**src/rtl/msp430_regfile.sv**
```systemverilog
// msp430_regfile: register file and operand-address datapath for the MSP430 core.
//
// Holds R0 (PC), R1 (SP), R2 (SR/CG1), R3 (CG2) and R4-R15. It drives the
// selected operand or effective address onto reg_out, and it performs
// post-increment, byte-mode write masking and SR bit masking.
//
// Optional feature macro: REGFILE_CONSTGEN_EN
//   defined   : R2/R3 act as constant generators, selected by As.
//   undefined : R2 is a plain SR for all As values, and R3 is a general register.
//
// Ports
//   clk        in   1  clock; all state updates on the rising edge
//   srst_n     in   1  synchronous active-low reset
//   regno      in   4  register select
//   As         in   2  source addressing mode
//   bytemode   in   1  byte operation (B/W)
//   reg_store  in   1  write data_in into R[regno] at the next edge
//   reg_inc    in   1  post-increment R[regno] at the next edge
//   data_in    in  16  write data from the operand bus
//   mdr        in  16  index word used when As=1
//   reg_out    out 16  combinational operand or effective address
//   pc_out     out 16  current R0
//   sr_out     out 16  current R2 & SR_MASK
module msp430_regfile #(
  parameter logic [15:0] RESET_PC = 16'h0000,
  parameter logic [15:0] RESET_SP = 16'h0000,
  parameter logic [15:0] SR_MASK  = 16'h01FF
) (
  input  logic        clk,
  input  logic        srst_n,
  input  logic [3:0]  regno,
  input  logic [1:0]  As,
  input  logic        bytemode,
  input  logic        reg_store,
  input  logic        reg_inc,
  input  logic [15:0] data_in,
  input  logic [15:0] mdr,
  output logic [15:0] reg_out,
  output logic [15:0] pc_out,
  output logic [15:0] sr_out
);

  localparam int unsigned DW   = 16;
  localparam int unsigned NREG = 16;

  logic [DW-1:0] r_regs [NREG];

  logic [DW-1:0] w_rd_raw;
  logic [DW-1:0] w_rd;
  logic [DW-1:0] w_idx;
  logic [DW-1:0] w_step;
  logic [DW-1:0] w_store_val;
  logic          w_cg_reg;
  logic          w_wr_en;
  logic [DW-1:0] w_wr_val;

`ifdef REGFILE_CONSTGEN_EN
  assign w_cg_reg = (regno == 4'd2) || (regno == 4'd3);
`else
  assign w_cg_reg = 1'b0;
`endif

  // R2 is stored masked already; the read masks again so unused SR bits can never leak.
  assign w_rd_raw = r_regs[regno];
  assign w_rd     = (regno == 4'd2) ? (w_rd_raw & SR_MASK) : w_rd_raw;
  assign w_idx    = w_rd + mdr;

  assign pc_out = r_regs[0];
  assign sr_out = r_regs[2] & SR_MASK;

  // Operand / effective-address mux.
  always_comb begin
    reg_out = w_rd;
    if (w_cg_reg && (regno == 4'd3)) begin
      unique case (As)
        2'd0:    reg_out = 16'h0000;
        2'd1:    reg_out = 16'h0001;
        2'd2:    reg_out = 16'h0002;
        default: reg_out = 16'hFFFF;
      endcase
    end else if (w_cg_reg) begin
      unique case (As)
        2'd0:    reg_out = w_rd;
        2'd1:    reg_out = mdr;
        2'd2:    reg_out = 16'h0004;
        default: reg_out = 16'h0008;
      endcase
    end else if (As == 2'd1) begin
      reg_out = w_idx;
    end
  end

  // Byte steps only apply to general registers; PC/SP/SR/CG always step by a word.
  assign w_step      = (bytemode && (regno >= 4'd4)) ? 16'd1 : 16'd2;
  assign w_store_val = bytemode ? {8'h00, data_in[7:0]} : data_in;

  // Write-port selection: store beats increment because both share regno.
  always_comb begin
    w_wr_en  = 1'b0;
    w_wr_val = w_rd_raw;
    if (reg_store) begin
      w_wr_en  = !(w_cg_reg && (regno == 4'd3));
      w_wr_val = w_store_val;
      if (regno <= 4'd1) begin
        w_wr_val[0] = 1'b0;
      end
    end else if (reg_inc && !w_cg_reg) begin
      w_wr_en  = 1'b1;
      w_wr_val = w_rd_raw + w_step;
    end
    if (regno == 4'd2) begin
      w_wr_val = w_wr_val & SR_MASK;
    end
  end

  // Register array with synchronous reset.
  always_ff @(posedge clk) begin
    if (!srst_n) begin
      for (int i = 0; i < NREG; i++) begin
        r_regs[i] <= '0;
      end
      r_regs[0] <= RESET_PC;
      r_regs[1] <= RESET_SP;
    end else if (w_wr_en) begin
      r_regs[regno] <= w_wr_val;
    end
  end

endmodule
```
**config.mk**
```make
export PLATFORM = sky130hd
export DESIGN_NAME = msp430_regfile
export DESIGN_NICKNAME = d
export VERILOG_FILES = /design/src/rtl/msp430_regfile.sv
export SDC_FILE = /design/constraint.sdc
export NUM_CORES = 1
export LEC_CHECK = 0
export CAP_MARGIN = 25
export CORE_UTILIZATION = 59
export DETAILED_ROUTE_END_ITERATION = 8
export PLACE_DENSITY = 0.79
export SLEW_MARGIN = 20
export SYNTH_ARGS = -nofsm -noshare
export SYNTH_HDL_FRONTEND = slang
export SYNTH_SLANG_ARGS = --single-unit
```
**constraint.sdc**
```tcl
create_clock -name clk -period 5.15 [get_ports clk]
set_input_delay 0.515 -clock clk [delete_from_list [all_inputs] [get_ports clk]]
set_output_delay 0.515 -clock clk [all_outputs]
set_load 0.1 [all_outputs]
```
==> reports/qor.yml, run 1 <==
status: "completed"
htreeDepth: 1
cp.depth: 15
cts_tree: "built"
antenna_found_initial: 0
wl_per_cell_um: 26.15
start_util_pct: 60.87
crit_chain: "clkdlybuf4s50_1 -> nor2b_1 -> buf_4 -> a22o_1 -> a221oi_1 -> inv_1 -> ha_1 -> o311ai_0 -> o21bai_1 -> a21o_1 -> a21oi_1 -> nor3_1 -> or3b_4 -> xor2_4 -> buf_12"
cp_data_required_time_ns: 4.64
syn_inst: 965
synth_top_area_share_pct: 59.51
cp_max_fo: 13
dieArea_um2: 22490
startpoint: "regno[3]"
routed_via_density: 6.769
placed_area_um2: 14170
critPathKind: "primary input to output port"
reg_top3: "r_regs x256"
fin_area_um2: 15050
maxCapViolCount: 0
cts_buffers: 26
grt_first_pass_wirelength_um: 52980
synth_area_um2: 12920
top_layer: "met4"
r2r_setup_slack_ns: 1.35
period_share_pct: 96.42
grt_max_degree: 31
clkTransAtPathRegs_ns: 0.06
insertion_delay_ns: 0.54
clkSinkCount: 256
synth_area_leaders: "edfxtp_1 (60%), mux4_2 (11%), nor2_1 (4.9%)"
rows: 53
n_antenna_cell: 0
peakVddDrop_uv: 241.6
setup_tns_ns: 0
worstPathArrival_ns: 4.45
top_register: "r_regs"
ys_ff_latch: 256
finalHoldViolCount: 0
clockRootBuffer: "clkbuf_16"
syn_avg_cell_area_um2: 13.39
async_reset_ff_share_pct: 0
critPathTopFamily: "compound AO/OA/AOI/OAI gates"
p_leak_nw: 5.341
cts_hold_buf: 0
clockBufferDepth: 3
via_count: 9077
yosysMostFrequentCell: "edfxtp_1"
endpoint_kind: "output port"
wl_met1_um: 13170
hold_path_class: "primary input to register"
postLayoutCoreUtil_pct: 70.94
max_stage_delay_ns: 0.60
die_w_um: 150.0
min_period_ns: 4.966
timing.rr.end: "r_regs[6][8]"
drt-pass1-iter-count: 5
drc: 0
fin_skew_ns: 0.01502
setup-violations-final: 0
io_pins: 91
path_buf_inv: 4
yosysWarnings: 0
cp-endpoint: "reg_out[15]"
synth_edf_count: 256
synth_top_cell_by_area: "edfxtp_1"
dpl.hpwl_um: 23230
ff2ff_path_depth: 11
fill_cells: 1355
worstSetupStartpointType: "primary input"
r2r-start: "r_regs[2][0]"
ys_seq_area_share_pct: 59.51
yosysUniqueCellTypes: 61
port_buffers: 83
grt_usage_pct: 32.23
area_growth_pct: 16.53
ant_nets: 0
p_per_area_nw_per_um2: 356.3
largest_register_ffs: 256
slew_headroom_pct: 23.74
layout-drive-gt1-share_pct: 18.95
wl_met3_um: 4263
fin_nets: 1108
cts_setup_buffers: 0
route.met2.wl_um: 16630
drt_wl_total_um: 35060
core_um2: 21220
grt-ovfl-total: 0
synth.top_cells.by_count: "edfxtp_1 (256), nor2_1 (167), nand2_1 (77)"
rsz0062_at_grt: "false"
power.total_mw: 5.363
cpMaxStageDelayCell: "clkdlybuf4s50_1"
fmax_ghz: 0.2014
worst_pin_slew_ns: 1.140
die_h_um: 150.0
first_global_vias: 8951
cts_resized: 0
drv_slew: 0
synth_ff_type: "edfxtp_1"
gp_congestion: 0.9143
drtIter0Drc: 1237
[tightest hold or removal path, stage by stage]
cell and delay [ns]:
clkdlybuf4s50_1 0.41, inv_1 0.06, o21ai_0 0.07, nand2_1 0.14, nor3_1 0.06
[per-layer routing]
metal | vias to the layer above | global-route usage [%]
met1 | 4464 | 45.08
met5 | - | 0
li1 | 3838 | -
met4 | 0 | 10.81
met3 | 98 | 6.189
met2 | 677 | 51.09
[final cells by class]
class	count	area, um2	share of cell area [%]
clock buffer	29	683.2	4.538
multi-input combinational	623	4768	31.68
tap	275	344.1	2.286
sequential	256	7687	51.07
timing repair buffer	130	1364	9.060
inverter	9	33.78	0.2244
clock inverter	19	172.7	1.147
[cell families (layout without fill, tap and decap cells)]
logic type / after synthesis / count (layout) / share of synthesized area, %
simple gates: 331 / 331 / 11.53
mux: 75 / 75 / 12.73
compound gates: 160 / 160 / 8.088
buf+inv: 99 / 187 / 4.359
xor+xnor: 24 / 24 / 1.802
fa+ha+maj: 19 / 19 / 1.957
other cells: 1 / 14 / 0.02903
flops: 256 / 256 / 59.51
[layout by cell type, fill, tap and decap left out, drive strengths merged, types with 5 or more instances in the layout]
cell / netlist / final
o22ai: 75 / 75
mux4: 69 / 69
clkinv: 0 / 13
nand2: 77 / 77
nor2b: 7 / 7
edfxtp: 256 / 256
buf: 48 / 64
and2: 7 / 7
o21ai: 25 / 25
a21oi: 17 / 17
clkbuf: 42 / 30
nor2: 177 / 177
o21a: 5 / 5
nand4: 5 / 5
ha: 17 / 17
a22oi: 14 / 14
xnor2: 7 / 7
conb: 1 / 14
nor3: 23 / 23
inv: 9 / 11
clkdlybuf4s50: 0 / 65
xor2: 17 / 17
nand3: 17 / 17
[through the flow]
step	instances	setup slack, ns	hold slack, ns
finish	1341	0.1845	0.8964
global route	1341	0.003635	0.9358
global placement	1292	0.1842	1.272
detailed placement	1292	0.1042	1.276
floorplan	978	-0.4457	0.7694
CTS	1340	0.09552	0.8794
[worst min path at each step]
| stage | from | end | cells past startpoint |
|---|---|---|---|
| floorplan | data_in[1] | r_regs[0][1] | 2 |
| global placement | r_regs[11][14] | r_regs[6][14] | 6 |
| detailed placement | r_regs[12][10] | r_regs[8][10] | 5 |
| CTS | data_in[12] | r_regs[11][12] | 5 |
| global route | data_in[3] | r_regs[3][3] | 4 |
| finish | data_in[12] | r_regs[11][12] | 5 |
[where the power goes]
group / total, mW / switching (mW) / internal (mW)
clock: 1.89 / 0.785 / 1.10
combinational: 1.06 / 0.702 / 0.356
sequential: 2.42 / 0.0310 / 2.38
Note: power is estimated with default switching activity, not from simulation.
==> run 2: changes to the inputs <==
- CORE_UTILIZATION: 59 -> 60
- PLACE_DENSITY: 0.79 -> 0.8
- clock period: 5.15 -> 5.8 ns (I/O delays scaled with it)
==> run 2 against run 1 <==
Against the previous run: count of clock-buffer cells in the layout up 3; cell area down 2.3%; sequential share of layout area rose by 1.2 points; critical path type unchanged; sequential power fell by 12%; largest power group unchanged; largest cell class unchanged; critical path depth did not move; final cell count down 1.5%; critical endpoint unchanged; flip-flop and latch count stayed put.
==> reports/qor.yml, run 2 (synthesized netlist as in run 1, its figures left out) <==
max_stage_delay_ns: 0.58  # was 0.60 ns
grt_first_pass_wirelength_um: 50600  # was 52980 um
rows: 53  # unchanged
peakVddDrop_uv: 205.7  # was 241.6 uV
setup-violations-final: 0  # unchanged
worstSetupStartpointType: "primary input"  # unchanged
worst_pin_slew_ns: 1.056  # was 1.140 ns
status: "completed"  # unchanged
clockRootBuffer: "clkbuf_16"  # unchanged
area_growth_pct: 13.88  # was 16.53%
drt-pass1-iter-count: 6  # was 5
top_register: "r_regs"  # unchanged
port_buffers: 83  # unchanged
r2r_setup_slack_ns: 1.74  # was 1.35 ns
cpMaxStageDelayCell: "mux4_1"  # was clkdlybuf4s50_1
period_share_pct: 93.49
layout-drive-gt1-share_pct: 16.73  # was 18.95%
die_h_um: 148.7  # was 150.0 um
ant_nets: 0  # unchanged
cp-endpoint: "reg_out[15]"  # unchanged
mostFrequentLayoutCells: "edfxtp_1 (256), nor2_1 (167), nand2_1 (77), o22ai_1 (75), clkdlybuf4s50_1 (65)"  # unchanged
grt_max_degree: 31  # unchanged
r2r-start: "r_regs[2][0]"  # unchanged
layout_setup_ws_ns: 0.3778  # was 0.1845 ns
cts_setup_buffers: 0  # unchanged
fin_skew_ns: 0.01043  # was 0.01502 ns
drv_slew: 0  # unchanged
endpoint_kind: "output port"  # unchanged
slew_headroom_pct: 29.31  # was 23.74%
drtIter0Drc: 1075  # was 1237
power.total_mw: 4.499  # was 5.363 mW
rsz0062_at_grt: "false"  # unchanged
crit_top_cell: "buf_12"
drt_wl_total_um: 33790  # was 35060 um
dieArea_um2: 22120  # was 22490 um2
die_w_um: 148.7  # was 150.0 um
io_pins: 91  # unchanged
cts_tree: "built"  # unchanged
drc: 0  # unchanged
grt-ovfl-total: 0  # unchanged
crit_chain: "buf_4 -> buf_12 -> mux4_1 -> a22o_1 -> a221oi_2 -> nor2_1 -> ha_1 -> and2_1 -> o21a_1 -> nor4_1 -> a21oi_1 -> o21ai_0 -> or3b_2 -> xor2_2 -> buf_12"  # was clkdlybuf4s50_1 -> nor2b_1 -> buf_4 -> a22o_1 -> a221oi_1 -> inv_1 -> ha_1 -> o311ai_0 -> o21bai_1 -> a21o_1 -> a21oi_1 -> nor3_1 -> or3b_4 -> xor2_4 -> buf_12
startpoint: "regno[0]"  # was regno[3]
min_period_ns: 5.422
start_util_pct: 61.26  # was 60.87%
n_antenna_cell: 0  # unchanged
via_count: 9014  # was 9077
gp_congestion: 0.9300  # was 0.9143
clkSinkCount: 256  # unchanged
cp_max_fo: 29  # was 13
largest_register_ffs: 256  # unchanged
insertion_delay_ns: 0.53  # was 0.54 ns
core_um2: 21090  # was 21220 um2
p_per_area_nw_per_um2: 305.9  # was 356.3 nW/um2
cts_hold_buf: 0  # unchanged
fin_nets: 1094  # was 1108
maxCapViolCount: 0  # unchanged
critPathKind: "primary input to output port"  # unchanged
clkTransAtPathRegs_ns: 0.06  # about the same
pre_cts_slack_ns: 0.3886  # was 0.1042 ns
cts_resized: 0  # unchanged
clockBufferDepth: 3  # unchanged
routed_via_density: 6.824  # was 6.769
final_common_cell: "edfxtp_1"  # unchanged
wl_per_cell_um: 25.58  # was 26.15 um
grt_usage_pct: 30.88  # was 32.23%
fmax_ghz: 0.1844
setup_tns_ns: 0  # unchanged
ff2ff_path_depth: 10  # was 11
htreeDepth: 1  # unchanged
cp_data_required_time_ns: 5.22  # was 4.64 ns
dpl.hpwl_um: 22890  # was 23230 um
fill_cells: 1345  # was 1355
cts_buffers: 25  # was 26
hold_path_class: "primary input to register"  # unchanged
finalHoldViolCount: 0  # unchanged
antenna_found_initial: 0  # unchanged
reg_top3: "r_regs x256"  # unchanged
worstPathArrival_ns: 4.84  # was 4.45 ns
first_global_vias: 8687  # was 8951
p_leak_nw: 5.172  # was 5.341 nW
timing.rr.end: "r_regs[4][8]"  # was r_regs[6][8]
[run 2: changes by cell type in the layout (fill, tap and decap cells not counted), sizes merged]
cell,before,now
buf,64,52
bufinv,3,0
clkbuf,30,32
clkinv,13,7
inv,11,10
[run 2: routing by layer]
metal	part of all wire (%)	GRT usage (%)	up-vias
met3	12	5.092	94
met4	3.2	10.26	0
met2	48	49.88	712
met5	0	0	-
li1	-	-	3793
met1	37	43.01	4415
[run 2: how the worst min path moves through the flow]
stage                  start              to  slack (ns)  depth (start not counted)
6_report          data_in[5]    r_regs[2][5]        0.98                          4
5_1_grt           data_in[5]   r_regs[14][5]        1.00                          4
4_1_cts           data_in[5]    r_regs[2][5]        0.97                          4
3_5_place_dp   r_regs[7][10]  r_regs[15][10]        1.25                          5
3_3_place_gp   r_regs[7][10]   r_regs[3][10]        1.23                          5
2_1_floorplan     data_in[1]    r_regs[0][1]        0.83                          2
[run 2: cell type report]
class,count,area (um2),area share (%)
Tap cell,275,344.1,2.339
Clock inverter,9,47.55,0.3232
Multi-Input combinational cell,623,4728,32.14
Sequential cell,256,7687,52.26
Timing Repair Buffer,117,1217,8.276
Inverter,9,33.78,0.2296
Clock buffer,32,651.9,4.431
[run 2: through the flow]
step,std cells,util (%),hold slack (ns),instance area [um2]
after floorplan,978,-,0.8344,12980
after global placement,1279,66.39,1.227,14000
after detailed placement,1279,66.39,1.246,14000
after CTS,1320,69.70,0.9695,14700
after global routing,1321,69.76,1.002,14710
final,1321,69.76,0.9796,14710
[run 2: worst max-delay path, delay by kind of cell]
kind / cells / cell delay, ns
buffers and inverters: 3 / 0.96
XOR/XNOR: 1 / 0.20
AO/OA/AOI/OAI: 5 / 1.10
adder cells (fa/ha/maj): 1 / 0.39
multiplexers: 1 / 0.58
AND/OR/NAND/NOR: 4 / 0.99
[run 2: where the power goes]
group	internal [mW]	switching, mW
sequential	2.12	0.0272
clock	0.787	0.656
combinational	0.298	0.614
==> run 3: changes to the inputs <==
==> constraint.sdc (replaced) <==
create_clock -name clk -period 5.8 [get_ports clk]
set_input_delay 1.74 -clock clk [delete_from_list [all_inputs] [get_ports clk]]
set_output_delay 1.74 -clock clk [all_outputs]
set_load 0.1 [all_outputs]
==> run 3 against run 2 <==
Against the previous run: maximum frequency is 22% lower; sequential power hardly changed; largest power group unchanged; critical endpoint is now reg_out[14]; highest routed layer unchanged; critical path depth rose by 5; cell area increased by 12%; the flow now finishes with violations (negative setup slack); clock power increased by 18%; count of clock-buffer cells in the layout down 2; combinational power rose by 32%; first-iteration DRC count up 49%; largest cell class unchanged; wire length increased by 19%; via count increased by 12%.
==> reports/qor.yml, run 3 (synthesized netlist as in run 1, its figures left out) <==
status: "complete, but fails checks"  # was completed
violations: "negative setup slack"
period_share_pct: 119.1  # was 93.49%
pre_cts_slack_ns: -1.315  # was 0.3886 ns
fin_nets: 1208  # was 1094
hold_path_class: "register to register"  # was primary input to register
routed_via_density: 7.027  # was 6.824
layout-drive-gt1-share_pct: 32.13  # was 16.73%
crit_chain: "buf_12 -> buf_12 -> buf_12 -> buf_4 -> buf_12 -> mux4_2 -> a221oi_2 -> inv_1 -> ha_1 -> buf_4 -> o21a_1 -> nor2_2 -> nor2b_1 -> o21ai_1 -> buf_4 -> o211ai_1 -> a31oi_1 -> xor2_1 -> o21ai_4 -> buf_12"  # was buf_4 -> buf_12 -> mux4_1 -> a22o_1 -> a221oi_2 -> nor2_1 -> ha_1 -> and2_1 -> o21a_1 -> nor4_1 -> a21oi_1 -> o21ai_0 -> or3b_2 -> xor2_2 -> buf_12
wl_per_cell_um: 27.92  # was 25.58 um
drt-pass1-iter-count: 6  # unchanged
grt_usage_pct: 36.16  # was 30.88%
clockBufferDepth: 3  # unchanged
grt_max_degree: 25  # was 31
power.total_mw: 5.050  # was 4.499 mW
worstSetupStartpointType: "primary input"  # unchanged
antenna_found_initial: 0  # unchanged
crit_top_cell: "buf_12"  # unchanged
n_antenna_cell: 0  # unchanged
cts_hold_buf: 0  # unchanged
port_buffers: 83  # unchanged
worst_pin_slew_ns: 1.019  # was 1.056 ns
p_per_area_nw_per_um2: 306.0  # was 305.9 nW/um2
core_um2: 21090  # unchanged
cts_buffers: 26  # was 25
critPathKind: "primary input to output port"  # unchanged
die_w_um: 148.7  # unchanged
grt-ovfl-total: 0  # unchanged
gp_congestion: 0.9007  # was 0.9300
ant_nets: 0  # unchanged
die_h_um: 148.7  # unchanged
clockRootBuffer: "clkbuf_16"  # unchanged
cp_max_fo: 6  # was 29
rows: 53  # unchanged
drv_slew: 0  # unchanged
reg_top3: "r_regs x256"  # unchanged
fmax_ghz: 0.1448  # was 0.1844 GHz
first_global_vias: 10015  # was 8687
largest_register_ffs: 256  # unchanged
dieArea_um2: 22120  # unchanged
finalHoldViolCount: 0  # unchanged
mostFrequentLayoutCells: "edfxtp_1 (256), nor2_1 (161), buf_4 (128), o22ai_1 (75), nand2_1 (72)"  # was edfxtp_1 (256), nor2_1 (167), nand2_1 (77), o22ai_1 (75), clkdlybuf4s50_1 (65)
fill_cells: 1058  # was 1345
drt_wl_total_um: 40170  # was 33790 um
grt_first_pass_wirelength_um: 58630  # was 50600 um
io_pins: 91  # unchanged
final_cells: 1439  # was 1321
layout_setup_ws_ns: -1.108  # was 0.3778 ns
slew_headroom_pct: 31.82  # was 29.31%
clkSinkCount: 256  # unchanged
drc: 0  # unchanged
fin_hold_ws_ns: 1.290  # was 0.9796 ns
p_leak_nw: 5.937  # was 5.172 nW
final_common_cell: "edfxtp_1"  # unchanged
fin_skew_ns: 0.01821  # was 0.01043 ns
place_inst: 1365  # was 1279
area_growth_pct: 27.76  # was 13.88%
endpoint_kind: "output port"  # unchanged
path_buf_inv: 9  # was 3
setup_tns_ns: -10.99  # was 0 ns
cts_tree: "built"  # unchanged
start_util_pct: 61.26  # unchanged
worstPathArrival_ns: 5.17  # was 4.84 ns
maxCapViolCount: 0  # unchanged
insertion_delay_ns: 0.54  # was 0.53 ns
min_period_ns: 6.908  # was 5.422 ns
via_count: 10112  # was 9014
fin_area_um2: 16500  # was 14710 um2
placed_area_um2: 14950  # was 14000 um2
peakVddDrop_uv: 205.5  # was 205.7 uV
critPathTopFamily: "buffers and inverters"  # was compound AO/OA/AOI/OAI gates
postLayoutCoreUtil_pct: 78.26  # was 69.76%
dpl.hpwl_um: 25120  # was 22890 um
cpMaxStageDelayCell: "mux4_2"  # was mux4_1
htreeDepth: 1  # unchanged
setup-violations-final: 15  # was 0
rsz0062_at_grt: "true"  # was false
top_register: "r_regs"  # unchanged
clkTransAtPathRegs_ns: 0.07  # was 0.06 ns
drtIter0Drc: 1601  # was 1075
cp_data_required_time_ns: 4.06  # was 5.22 ns
max_stage_delay_ns: 0.48  # was 0.58 ns
[run 3: changes by cell type in the layout (fill, tap and decap cells not counted), moves of 8 or more]
cell,previous run,this run
ha_1,17,9
o21ai_4,0,13
a22oi_2,0,9
o21ai_1,11,3
a22oi_1,14,5
xor2_1,16,8
buf_12,14,25
buf_4,36,128
[run 3: where the power goes]
part | switching (mW) | internal (mW)
registers | 0.0314 | 2.12
clock network | 0.716 | 0.984
logic | 0.737 | 0.464
[run 3: path summary, 6_finish.rpt]
path                               startpoint            end  slack (ns)  cells after the start
worst min-delay path            r_regs[8][14]  r_regs[3][14]        1.29                      6
worst max register to register   r_regs[2][0]   r_regs[9][8]        1.99                     12
worst min register to register  r_regs[8][14]  r_regs[3][14]        1.29                      6
worst max-delay path                 regno[0]    reg_out[14]       -1.11                     20
[run 3: area by class of cell]
cell class	instances	area, um2	share of cell area, %
clock buffers	30	686.9	4.162
clock inverters	16	168.9	1.024
inverters	9	33.78	0.2047
multi-input cells	623	5275	31.96
flip-flops and latches	256	7687	46.58
well taps	275	344.1	2.085
repair buffers	230	2307	13.98
[run 3: repair_timing]
item / in CTS / in global routing
gates cloned: 2 / 0
endpoints found under the setup margin: 16 / 15
pin swaps: 33 / 38
resized for setup: 54 / 42
setup buffers: 23 / 10
[run 3: metal layers]
layer / share of wire [%] / track usage [%]
met5: 0 / 0
met4: 5.0 / 14.48
met3: 13 / 7.147
met2: 48 / 59.60
met1: 33 / 47.46
[run 3: worst min-delay path, delay by kind of cell (launching register included)]
kind	cells	cell delay, ns
XOR/XNOR	1	0.10
multiplexers	1	0.25
buffers and inverters	1	0.16
AND/OR/NAND/NOR	1	0.14
flip-flops	1	0.31
AO/OA/AOI/OAI	2	0.20
